`src/rtl/r4mul_pkg.sv`:
```
// Shared FSM/digit types and width helpers for the radix-4 Booth sequential multiplier.
// Signed operand support in the users of this package is enabled by R4_BOOTH_SIGNED_EN.
package r4mul_pkg;

    typedef enum logic [1:0] {
        ST_IDLE = 2'd0,
        ST_CALC = 2'd1,
        ST_DONE = 2'd2
    } state_t;

    typedef enum logic [2:0] {
        DIG_ZERO = 3'd0,
        DIG_POS1 = 3'd1,
        DIG_POS2 = 3'd2,
        DIG_NEG1 = 3'd3,
        DIG_NEG2 = 3'd4
    } digit_t;

    // Booth window width and the number of guard bits added above the multiplier.
    localparam int R4_WIN_W = 3;
    localparam int R4_EXT_W = 2;

    function automatic int r4_iters(input int dwidth);
        return dwidth / 2 + 1;
    endfunction

    function automatic int r4_cnt_w(input int dwidth);
        return $clog2(dwidth / 2 + 1) + 1;
    endfunction

endpackage

```
`src/rtl/r4_booth_enc.sv`:
```
// Radix-4 Booth recoder: maps a 3-bit multiplier window {b(2i+1), b(2i), b(2i-1)}
// to one signed digit in {0, +-1, +-2}.
module r4_booth_enc
    import r4mul_pkg::*;
(
    input  logic [R4_WIN_W-1:0] win_i,
    output digit_t              dig_o
);

    always_comb begin
        dig_o = DIG_ZERO;
        case (win_i)
            3'b001, 3'b010: dig_o = DIG_POS1;
            3'b011:         dig_o = DIG_POS2;
            3'b100:         dig_o = DIG_NEG2;
            3'b101, 3'b110: dig_o = DIG_NEG1;
            default:        dig_o = DIG_ZERO;
        endcase
    end

endmodule

```
`src/rtl/r4_booth_seq_mul.sv`:
```
// Sequential radix-4 Booth multiplier: one Booth digit per CALC cycle, valid/ready on both sides.
// Define R4_BOOTH_SIGNED_EN to honour sgn_in; otherwise all operands are treated as unsigned.
module r4_booth_seq_mul
    import r4mul_pkg::*;
#(
    parameter int DWIDTH = 8,
    parameter int OWIDTH = 2 * DWIDTH
) (
    input  logic              clk,
    input  logic              rstn,
    input  logic              in_valid,
    output logic              in_ready,
    input  logic [DWIDTH-1:0] x_in,
    input  logic [DWIDTH-1:0] y_in,
    input  logic              sgn_in,
    output logic              out_valid,
    input  logic              out_ready,
    output logic [OWIDTH-1:0] z_out,
    output logic              busy
);

    localparam int N     = r4_iters(DWIDTH);
    localparam int CNT_W = r4_cnt_w(DWIDTH);
    // Multiplier shift register: guard bits, operand, and the implicit b(-1) = 0.
    localparam int MUL_W = DWIDTH + R4_EXT_W + 1;
    localparam logic [CNT_W-1:0] CNT_LAST = CNT_W'(N - 1);

    state_t                   state_q, state_d;
    logic [DWIDTH-1:0]        x_q, x_d;
    logic [MUL_W-1:0]         mul_q, mul_d;
    logic signed [OWIDTH-1:0] acc_q, acc_d;
    logic [CNT_W-1:0]         cnt_q, cnt_d;
    logic [OWIDTH-1:0]        z_q, z_d;

    logic [R4_EXT_W-1:0]      mul_ext;
    logic signed [OWIDTH-1:0] x_ext;
    logic signed [OWIDTH-1:0] pp;
    logic signed [OWIDTH-1:0] acc_sum;
    digit_t                   dig;

    // Partial product for one digit; all arithmetic is modulo 2^OWIDTH, which is exact
    // because the final product always fits in OWIDTH bits.
    function automatic logic signed [OWIDTH-1:0] booth_pp(
        input digit_t                   d,
        input logic signed [OWIDTH-1:0] x
    );
        logic signed [OWIDTH-1:0] r;
        case (d)
            DIG_POS1: r = x;
            DIG_POS2: r = x <<< 1;
            DIG_NEG1: r = -x;
            DIG_NEG2: r = -(x <<< 1);
            default:  r = '0;
        endcase
        return r;
    endfunction

`ifdef R4_BOOTH_SIGNED_EN
    logic sgn_q, sgn_d;

    assign mul_ext = {R4_EXT_W{sgn_in & y_in[DWIDTH-1]}};
    assign x_ext   = {{(OWIDTH-DWIDTH){sgn_q & x_q[DWIDTH-1]}}, x_q};
    assign sgn_d   = (state_q == ST_IDLE && in_valid) ? sgn_in : sgn_q;

    always_ff @(posedge clk) begin
        if (!rstn) begin
            sgn_q <= 1'b0;
        end else begin
            sgn_q <= sgn_d;
        end
    end
`else
    logic unused_sgn;

    assign unused_sgn = sgn_in;
    assign mul_ext    = '0;
    assign x_ext      = {{(OWIDTH-DWIDTH){1'b0}}, x_q};
`endif

    r4_booth_enc u_enc (
        .win_i (mul_q[R4_WIN_W-1:0]),
        .dig_o (dig)
    );

    assign pp      = booth_pp(dig, x_ext) <<< {cnt_q, 1'b0};
    assign acc_sum = acc_q + pp;

    always_comb begin
        state_d   = state_q;
        x_d       = x_q;
        mul_d     = mul_q;
        acc_d     = acc_q;
        cnt_d     = cnt_q;
        z_d       = z_q;
        in_ready  = 1'b0;
        out_valid = 1'b0;
        busy      = 1'b1;
        case (state_q)
            ST_IDLE: begin
                in_ready = 1'b1;
                busy     = 1'b0;
                if (in_valid) begin
                    x_d     = x_in;
                    mul_d   = {mul_ext, y_in, 1'b0};
                    acc_d   = '0;
                    cnt_d   = '0;
                    state_d = ST_CALC;
                end
            end
            ST_CALC: begin
                acc_d = acc_sum;
                mul_d = mul_q >> 2;
                cnt_d = cnt_q + CNT_W'(1);
                if (cnt_q == CNT_LAST) begin
                    z_d     = acc_sum;
                    state_d = ST_DONE;
                end
            end
            ST_DONE: begin
                out_valid = 1'b1;
                if (out_ready) begin
                    state_d = ST_IDLE;
                end
            end
            default: state_d = ST_IDLE;
        endcase
    end

    always_ff @(posedge clk) begin
        if (!rstn) begin
            state_q <= ST_IDLE;
            x_q     <= '0;
            mul_q   <= '0;
            acc_q   <= '0;
            cnt_q   <= '0;
            z_q     <= '0;
        end else begin
            state_q <= state_d;
            x_q     <= x_d;
            mul_q   <= mul_d;
            acc_q   <= acc_d;
            cnt_q   <= cnt_d;
            z_q     <= z_d;
        end
    end

    assign z_out = z_q;

endmodule

```
`config.mk`:
```
export PLATFORM = sky130hd
export DESIGN_NAME = r4_booth_seq_mul
export DESIGN_NICKNAME = d
export VERILOG_FILES = /design/src/rtl/r4mul_pkg.sv /design/src/rtl/r4_booth_enc.sv /design/src/rtl/r4_booth_seq_mul.sv
export SDC_FILE = /design/constraint.sdc
export NUM_CORES = 1
export LEC_CHECK = 0
export CAP_MARGIN = 20
export CORE_MARGIN = 2
export CORE_UTILIZATION = 50
export CTS_CLUSTER_DIAMETER = 100
export CTS_CLUSTER_SIZE = 10
export DETAILED_ROUTE_END_ITERATION = 7
export DONT_BUFFER_PORTS = 1
export HOLD_SLACK_MARGIN = 0.12
export MAX_ROUTING_LAYER = met4
export PLACE_DENSITY = 0.75
export SLEW_MARGIN = 20
export SYNTH_ARGS = -nofsm -noshare
export SYNTH_HDL_FRONTEND = slang
export SYNTH_HIERARCHICAL = 1
export SYNTH_SLANG_ARGS = --single-unit
```
`constraint.sdc`:
```
create_clock -name clk -period 9.41 [get_ports clk]
set_input_delay 1.882 -clock clk [delete_from_list [all_inputs] [get_ports clk]]
set_output_delay 1.882 -clock clk [all_outputs]
set_load 0.02 [all_outputs]
```
### Yosys cells after proc, flatten, opt, wreduce, memory -nomap -nowiden

Cells that the tools add are included.

| word-level totals | value |
|---|---|
| bits in registers | 57 |
| bits in latches | 0 |
| RAM bits | 0 |
| memory bits (read-only) | 0 |
| output and inout port bits | 19 |
| logic and storage cells | 50 |
| memories | 0 |

| cells by class | value |
|---|---|
| $add $sub $neg | 4 |
| multipliers | 0 |
| divide/modulo/power cells | 0 |
| $lt $le $gt $ge | 0 |
| eq/ne operators | 16 |
| shift-type cells | 1 |
| muxes and demuxes | 15 |
| bitwise logic cells | 0 |
| reduce and logical (&&, ||, !) cells | 8 |

Operator list:

| operator | count |
|---|---|
| $pmux 16 s4 | 1 |
| $pmux 16 s2 | 1 |
| $pmux 11 s2 | 1 |
| $add 16x16->16 | 1 |
| $mux 16 | 1 |
| $neg 8->16 | 1 |
| $neg 9->16 | 1 |
| $sshl 16x5->16 | 1 |
| $eq 3x2->1 const B | 4 |
| $eq 3x3->1 const B | 4 |
| $pmux 3 s4 | 1 |
| $mux 11 | 1 |
| $pmux 4 s2 | 1 |
| $eq 3x1->1 const B | 2 |
| $mux 2 | 3 |
| $ne 2x2->1 const B | 3 |
| $pmux 2 s3 | 1 |
| $reduce_and 2->1 | 3 |
| $add 4x1->4 const B | 1 |
| $eq 4x3->1 const B | 1 |
| $mux 4 | 1 |
| $reduce_or 2->1 | 2 |
| $mux 1 | 3 |
| $reduce_and 3->1 | 1 |
| other kinds (4) | 4 |

### Depth between registers and ports, before layout

Gate-level depths: netlist of the first run.

| depth | value |
|---|---|
| word-level depth | 8 |
| mapped depth | 19 |
| depth with buffers taken out | 18 |

### By module

The synthesis of the first run kept the hierarchy.

By module, submodules not included:

| module | instances | cells each | area each (um2) | seq. area each (um2) |
|---|---|---|---|---|
| r4_booth_seq_mul | 1 | 508 | 3,862.5 | 1,101.1 |
| r4_booth_enc | 1 | 4 | 33.8 | 0.0 |

### Worst setup path before layout of the first run

No wires, ideal clock.

| path | value |
|---|---|
| kind | register to register |
| start point | reg x_q[3] |
| end point | reg z_q[15] (netlist: z_out[15]) |
| data arrival time | 4.115 ns |
| setup slack | 5.173 ns |
| cell stages (with the launch flop) | 20 |
| path buffers | 1 |
| clock period less this slack | 4.237 ns |
| cell sequence | dfxtp_1 > buf_6 > or4_4 > nor4_1 > ha_1 > mux2i_1 > nor2_1 > a311oi_1 > inv_1 > mux4_1 > nand2b_1 > a21oi_1 > ha_1 > a21oi_1 > nor2b_1 > a31oi_1 > a21oi_1 > nor3_1 > nor3b_1 > a311o_1 |

| between the ends | value |
|---|---|
| word-level cells in the longest chain between the ends | 4 |
| elaborated cells between the ends (all ways) | 5 |
| those cells by class | add/sub (3); shift (1); mux (1) |

RTL lines:

| item | RTL line | source |
|---|---|---|
| from (decl) | r4_booth_seq_mul.sv:29 | `logic [DWIDTH-1:0] x_q, x_d;` |
| from (signal assigned) | r4_booth_seq_mul.sv:132 | `x_q <= '0;` |
| from (signal assigned) | r4_booth_seq_mul.sv:139 | `x_q <= x_d;` |
| $neg 9->16 or $neg 8->16 (tied branches) | r4_booth_seq_mul.sv:52, r4_booth_seq_mul.sv:51 |  |
| $pmux 16 s4 (*) | r4_booth_seq_mul.sv:48 | `case (d)` |
| $sshl 16x5->16 (*) | r4_booth_seq_mul.sv:85 | `assign pp = booth_pp(dig, x_ext) <<< {cnt_q, 1'b0};` |
| $add 16x16->16 (*) | r4_booth_seq_mul.sv:86 | `assign acc_sum = acc_q + pp;` |
| to (signal assigned) | r4_booth_seq_mul.sv:143 | `z_q <= z_d;` |
| to (decl) | r4_booth_seq_mul.sv:33 | `logic [OWIDTH-1:0] z_q, z_d;` |

Mark *: on every way between the ends. The rest lies on a longest branch, timed or not.
A chain may end at the register's enable or synchronous reset.

### Worst setup path in the final report of the first run

| path | value |
|---|---|
| start point | reg mul_q[1] |
| end point | reg z_q[15] (netlist: z_out[15]) |

| between the ends | value |
|---|---|
| word-level cells in the longest chain between the ends | 7 |
| elaborated cells between the ends (all ways) | 16 |
| those cells by class | add/sub (1); eq/ne (10); shift (1); mux (2); reduce/logical (2) |

RTL lines:

| item | RTL line | source |
|---|---|---|
| from (decl) | r4_booth_seq_mul.sv:30 | `logic [MUL_W-1:0] mul_q, mul_d;` |
| from (signal assigned) | r4_booth_seq_mul.sv:140 | `mul_q <= mul_d;` |
| $eq 3x3->1 (tied with other cells) | r4_booth_enc.sv:12 | `case (win_i)` |
| $reduce_or 2->1 | r4_booth_enc.sv:12 |  |
| $pmux 3 s4 (*) | r4_booth_enc.sv:12 |  |
| via dig[0] | r4_booth_seq_mul.sv:39 | `digit_t dig;` |
| $eq 3x3->1 (tied with other cells) | r4_booth_seq_mul.sv:48 |  |
| $pmux 16 s4 (*) | r4_booth_seq_mul.sv:48 |  |
| $sshl 16x5->16 (*) | r4_booth_seq_mul.sv:85 |  |
| $add 16x16->16 (*) | r4_booth_seq_mul.sv:86 |  |

Mark *: on every way through the listed nets, which the timed path passes. The rest lies on a longest branch.

==> run_results.csv, run 1 <==
group,metric,value,unit
outcome,status,"finished, final reports clean",
yosys,synth_warnings,6,
placement,gp_congestion,0.922,
setup_path,crit_arrival,5.39,ns
floorplan,initial_utilization,50.9,%
yosys,yosys.area_share.simple,28.0,%
yosys,synth_top_area_share,28.3,%
floorplan,num_io_pins,40,
sta,period_needed,5.17,ns
yosys,synth_top_family_by_area,"simple AND/OR/NAND/NOR gates",
global_routing,grt_pass1_wl,15.7,mm
yosys,synth.distinct_cells,66,
floorplan,fp-row-count,32,
clocking,cts_tree,"done",
sta,fin_crit_sh,54.9,%
clocking,root_buffer,"clkbuf_8",
yosys,synthTopCellsByArea,"dfxtp_1, nand2_1, a21boi_0",
min_path,hold_start,"mul_q[4]",
yosys,synth-xor-area-share,4.27,%
detailed_routing,via_per_inst,6.13,
detailed_routing,wl,9.39,mm
global_routing,grt_pass1_vias,3320,
global_routing,met2_usage,37.5,%
yosys,syn_inst,512,
yosys,synth_edf_count,0,
floorplan,die_w,92.3,µm
flow_run,cap_violations,0,
detailed_routing,drtPass1Iterations,5,
power,ir_drop,0.0000808,V
yosys,syn_avg_cell_area,7.61,µm²
setup_path,start_kind,"register",
power,p_leak,1.53,nW
final_layout,synthToLayoutAreaGrowth,3.24,%
clocking,clk_pin_slew_worst_paths,0.12,ns
detailed_routing,drc,0,
setup_path,crit_path_max_fanout,18,
placement,dpl_cell_area,3910,µm²
yosys,synth_top_cell_by_area,"dfxtp_1",
clocking,clk_latency,0.32,ns
setup_path,crit_type,"register to register",
clocking,cts.sink_count,55,
sta,hold_violations,0,
floorplan,core,7650,µm²
placement,port_buffers,0,
sta,setup_tns,0,ns
detailed_routing,ant_nets,0,
clocking,cts_setup_buffers,0,
floorplan,die_area,8510,µm²
clocking,hold_buffers,0,
yosys,yosys_most_used_dff,"dfxtp_1",
global_routing,grt-ovfl-total,0,
global_routing,grtUsageMet3,2.71,%
final_layout,finish.utilization,52.6,%
detailed_routing,wl_per_cell,15.9,µm
yosys,synthAdderAreaFrac,6.62,%
clocking,numCtsBuffers,5,
detailed_routing,drt_iter0_drc,212,
yosys,seq_area_frac_synth,28.3,%
placement,place_hpwl,6.77,mm
final_layout,final_nets,528,
power,p_per_area,134,nW/µm²
global_routing,grt_busiest_layer,"met2",
yosys,synth_mux_area_share,2.50,%
final_layout,final_area,4020,µm²
yosys,synth-seq-cells,55,
sta,tightest_slew,0.794,ns
sta,drv_slew,0,
yosys,synth_compound_area_share,25.6,%
global_routing,grt.total_usage,22.9,%
final_layout,n_antenna_cell,0,
sta,whs,0.483,ns
power,p_total,0.000540,W
floorplan,die_h,92.3,µm
setup_path,r2r-start,"mul_q[1]",
clocking,clock_path_buffers,2,
global_routing,grt_util_met1,30.2,%
clocking,cts_resized,0,
global_routing,antenna_found_initial,0,
sta,slew_headroom,47.0,%
sta,rsz0062_at_grt,"no",
setup_path,cp.required,9.63,ns
yosys,syn_nets,553,
setup_path,crit_path_start,"mul_q[1]",
sta,timing.fmax,0.194,GHz
yosys,syn_area,3900,µm²
global_routing,grt_start_max_net_pins,60,
final_layout,drive_above_1_share,5.33,%
setup_path,cp-end-kind,"register",
yosys,synthArstFlopShare,0,%
min_path,hp-class,"register to register",
detailed_routing,vias,3616,
clocking,h-tree-depth,2,
sta,skew,0.0120,ns
sta,setup_viol,0,
cells by family (layout without fill, tap and decap cells):
group	Yosys count	after routing
mux	8	8
fa+ha+maj	20	20
buf+inv	47	23
simple gates	222	222
flops	55	55
compound gates	141	141
xor+xnor	19	19
cell usage in the layout (no fill, tap or decap), types with 4 or more instances in the layout:
cell type  instances
o21ai_0           22
dfxtp_1           55
nor3b_1            6
mux2i_1            6
a21boi_0          32
o221ai_1           7
nor2_1            50
nand3_1           30
buf_4              4
o211ai_1           5
o22ai_1            4
a211oi_1           4
nand2b_1           6
clkbuf_8           5
a22oi_1            4
inv_1             10
xnor2_1            8
a21o_1             6
nor3_1             8
xor2_1            10
nor2b_1           13
nand2_1           76
and2_1             5
o21a_1             7
ha_1              19
a21oi_1           22
nand4_1            5
registers in the layout (all words and copies together), names as in the netlist:
signal   cells
cnt_q        4
state_q      2
x_q          8
z_out       16
mul_q        9
acc_q       16
cell usage after synthesis (all sizes together) (5+ instances only):
cell	number
mux2i	6
a21o	6
nand3	30
dfxtp	55
o21ai	22
nor2b	14
nand2	76
o21a	7
a21oi	22
a21boi	32
nand2b	6
o22ai	5
nor3b	6
and2	5
nand4	6
ha	19
o221ai	7
nor3	8
nor2	50
xnor2	8
xor2	11
o211ai	6
clkbuf	32
inv	10
power by group:
group	total (W)	switching (W)	internal (W)
Sequential	0.000255	0.0000130	0.000242
Clock	0.000148	0.0000915	0.0000569
Combinational	0.000136	0.0000815	0.0000549
Total	0.000540	0.000186	0.000354
worst paths after layout:
path / end / slack [ns] / depth (start not counted)
min reg2reg: mul_q[4] / 0.48 / 2
max: z_out[15] / 4.24 / 17
max reg2reg: z_out[15] / 4.24 / 17
min: mul_q[4] / 0.48 / 2
metal layers:
| metal | wire (µm) | vias to the layer above |
|---|---|---|
| met4 | 118 | 0 |
| li1 | - | 1793 |
| met1 | 4450 | 1715 |
| met3 | 396 | 17 |
| met2 | 4430 | 91 |
| met5 | 0 | - |
critical path: stages, from the launching register on:
cell and delay (ns):
dfxtp_1 0.43, xor2_2 0.60, a21o_1 0.56, nor2b_1 0.20
a31o_2 0.27, a311oi_1 0.42, inv_1 0.11, mux4_1 0.49
nand2b_1 0.11, a21oi_1 0.08, ha_1 0.37, a21oi_1 0.17
nor2b_1 0.07, a31oi_1 0.31, a21oi_1 0.15, nor3_1 0.33
nor3b_1 0.10, a311o_1 0.32
per-stage QoR:
stage          setup WS (ns)  std cells
2_1_floorplan           5.17        512
3_3_place_gp            4.08        582
3_5_place_dp            4.02        582
4_1_cts                 4.00        590
5_1_grt                 3.87        590
6_report                4.24        590
cell type report:
cell class	count	area (µm²)
Tap cell	102	128
Clock buffer	5	68.8
Inverter	11	41.3
Timing Repair Buffer	4	30.0
Multi-Input combinational cell	410	2620
Clock inverter	3	33.8
Fill cell	744	3620
Sequential cell	55	1100
No activity file was read; power rests on OpenSTA's default activity.
==> inputs of run 2 (changes only) <==
Settings changed: PLACE_DENSITY 0.75 to 0.78.
Clock period 9.41 ns to 4.35 ns, I/O delays scaled along.
==> run 2 against run 1 <==
Against the previous run: cell count increased by 3.9%; combinational power increased to 2.6 times the previous value; sequential power increased by 110%; wire length increased by 5.7%; fmax increased by 21%; first-iteration DRC count increased by 35%; critical path depth increased by 1; via count increased by 2.2%; largest power group unchanged; critical endpoint unchanged; hold slack got worse by 0.0031 ns.
==> run_results.csv, run 2 (same netlist as run 1, synthesis figures left out) <==
group,metric,value,unit
floorplan,die_h,92.3,µm
sta,drv_slew,0,
final_layout,fillers,697,
sta,slew_headroom,43.3,%
detailed_routing,drtPass1Iterations,5,
global_routing,grt_pass1_wl,16.4,mm
final_layout,synthToLayoutAreaGrowth,10.3,%
power,ir_drop,0.000173,V
floorplan,die_area,8510,µm²
setup_path,r2r-start,"x_q[5]",
power,pwr-share-seq,45.0,%
power,switchingPower,0.000412,W
power,pwr-share-comb,29.9,%
clocking,clk_pin_slew_worst_paths,0.11,ns
setup_path,r2r_cells,18,
placement,gp_congestion,0.973,
final_layout,seq_area,1100,µm²
setup_path,crit_path_max_fanout,3,
floorplan,die_w,92.3,µm
global_routing,antenna_found_initial,0,
power,p_per_area,280,nW/µm²
setup_path,r2r_end,"z_out[15]",
sta,rsz0062_at_grt,"yes",
power,swShare,34.2,%
clocking,numCtsBuffers,5,
setup_path,endpoint,"z_out[15]",
flow_run,cap_violations,0,
setup_path,cp.required,4.62,ns
global_routing,grt_pass1_vias,3472,
placement,port_buffers,0,
detailed_routing,vias,3695,
setup_path,crit_type,"register to register",
clocking,h-tree-depth,2,
detailed_routing,drt_iter0_drc,287,
sta,setup_tns,0,ns
final_layout,multi_input_area,2730,µm²
placement,place_hpwl,6.95,mm
sta,skew,0.0125,ns
clocking,root_buffer,"clkbuf_8",
sta,tightest_slew,0.848,ns
power,p_int,0.000792,W
sta,whs,0.480,ns
sta,fin_crit_sh,97.9,%
setup_path,r2r_slack,0.09,ns
detailed_routing,ant_nets,0,
detailed_routing,drc,0,
floorplan,fp-row-count,32,
detailed_routing,wl,9.92,mm
sta,timing.fmax,0.235,GHz
sta,setup_viol,0,
sta,period_needed,4.26,ns
clocking,cts.sink_count,55,
global_routing,grt.total_usage,24.1,%
setup_path,cp-end-kind,"register",
setup_path,crit_arrival,4.53,ns
detailed_routing,via_per_inst,6.03,
min_path,hold_start,"mul_q[3]",
final_layout,mostFrequentLayoutCells,"nand2_1, dfxtp_1, nor2_1, a21boi_0, nand3_1",
detailed_routing,wl_per_cell,16.2,µm
floorplan,num_io_pins,40,
final_layout,drive_above_1_share,12.9,%
clocking,clock_path_buffers,2,
floorplan,initial_utilization,50.9,%
final_layout,n_antenna_cell,0,
clocking,clk_latency,0.32,ns
clocking,cts_tree,"done",
final_layout,final_nets,551,
setup_path,start_kind,"register",
setup_path,crit_path_start,"x_q[5]",
power,p_clk_share,25.1,%
global_routing,grt_start_max_net_pins,60,
global_routing,grt-ovfl-total,0,
outcome,status,"finished, final reports clean",
final_layout,final_common_cell,"nand2_1",
floorplan,core,7650,µm²
min_path,hp-class,"register to register",
power,p_leak,1.64,nW
sta,hold_violations,0,
## run 2: changes by cell type in the layout (fill, tap and decap cells not counted), moves of 2 or more
cell     previous run  this run
buf_4               4        26
a21oi_1            22        18
a21oi_2             0         4
ha_1               19        17
ha_4                0         2
inv_6               2         0
o21ai_0            22        20
o21ai_1             0         2
## run 2: power by group through the flow
stage                     Sequential [W]  Clock, W  Combinational [W]
after floorplan                 0.000546         0           0.000250
after global placement          0.000550         0           0.000321
after detailed placement        0.000552         0           0.000326
after CTS                       0.000540  0.000309           0.000328
after global routing            0.000545  0.000328           0.000396
final                           0.000541  0.000303           0.000360
## run 2: how the worst min path moves through the flow
stage          endpoint  slack [ns]  depth (start not counted)
3_5_place_dp   mul_q[5]        0.46                          2
6_report       mul_q[3]        0.48                          2
4_1_cts        mul_q[3]        0.49                          2
2_1_floorplan  mul_q[3]        0.44                          2
5_1_grt        acc_q[3]        0.51                          2
3_3_place_gp   mul_q[6]        0.45                          2
## run 2: stage by stage
stage	total power [W]	setup WS [ns]	utilization (%)	cells	instance area [µm²]
CTS	0.00118	0.0245	54.4	610	4160
global route	0.00127	-0.129	56.2	613	4300
floorplan	0.000797	0.113	-	512	3900
detailed placement	0.000878	0.0163	53.1	602	4060
finish	0.00120	0.0933	56.2	613	4300
global placement	0.000871	0.0657	53.1	602	4060
## run 2: cell type report
class	instances	share of cell area [%]
flip-flops and latches	55	25.6
inverters	11	0.960
multi-input cells	410	63.5
clock inverters	3	0.553
clock buffers	5	1.60
repair buffers	27	4.80
well taps	102	2.97
## run 2: worst max-delay path, stage by stage (launching register included)
cell,delay [ns]
dfxtp_2,0.33
or4_4,0.56
nor4_4,0.24
ha_1,0.28
mux2i_1,0.14
nor2_1,0.07
a311oi_2,0.28
inv_1,0.09
mux4_2,0.47
nand2b_1,0.10
a21oi_2,0.07
ha_4,0.32
nand3_2,0.08
nor2_1,0.13
o211ai_1,0.16
and4_4,0.21
or4_1,0.46
nor2_1,0.12
a311o_1,0.12
## run 2: metal layers
metal,track usage [%],vias to the layer above,share of wire [%]
li1,-,1832,-
met1,32.3,1754,46
met2,39.3,100,48
met3,3.20,9,4.9
met4,4.85,0,0.82
met5,-,-,0
## run 2: repair_timing
action	in CTS	in global routing
gates resized for setup	1	25
pin swaps	0	19
endpoints found under the hold margin	0	0
hold buffers	0	0
gates cloned	0	0
buffers inserted	0	3
endpoints found under the setup margin	1	10
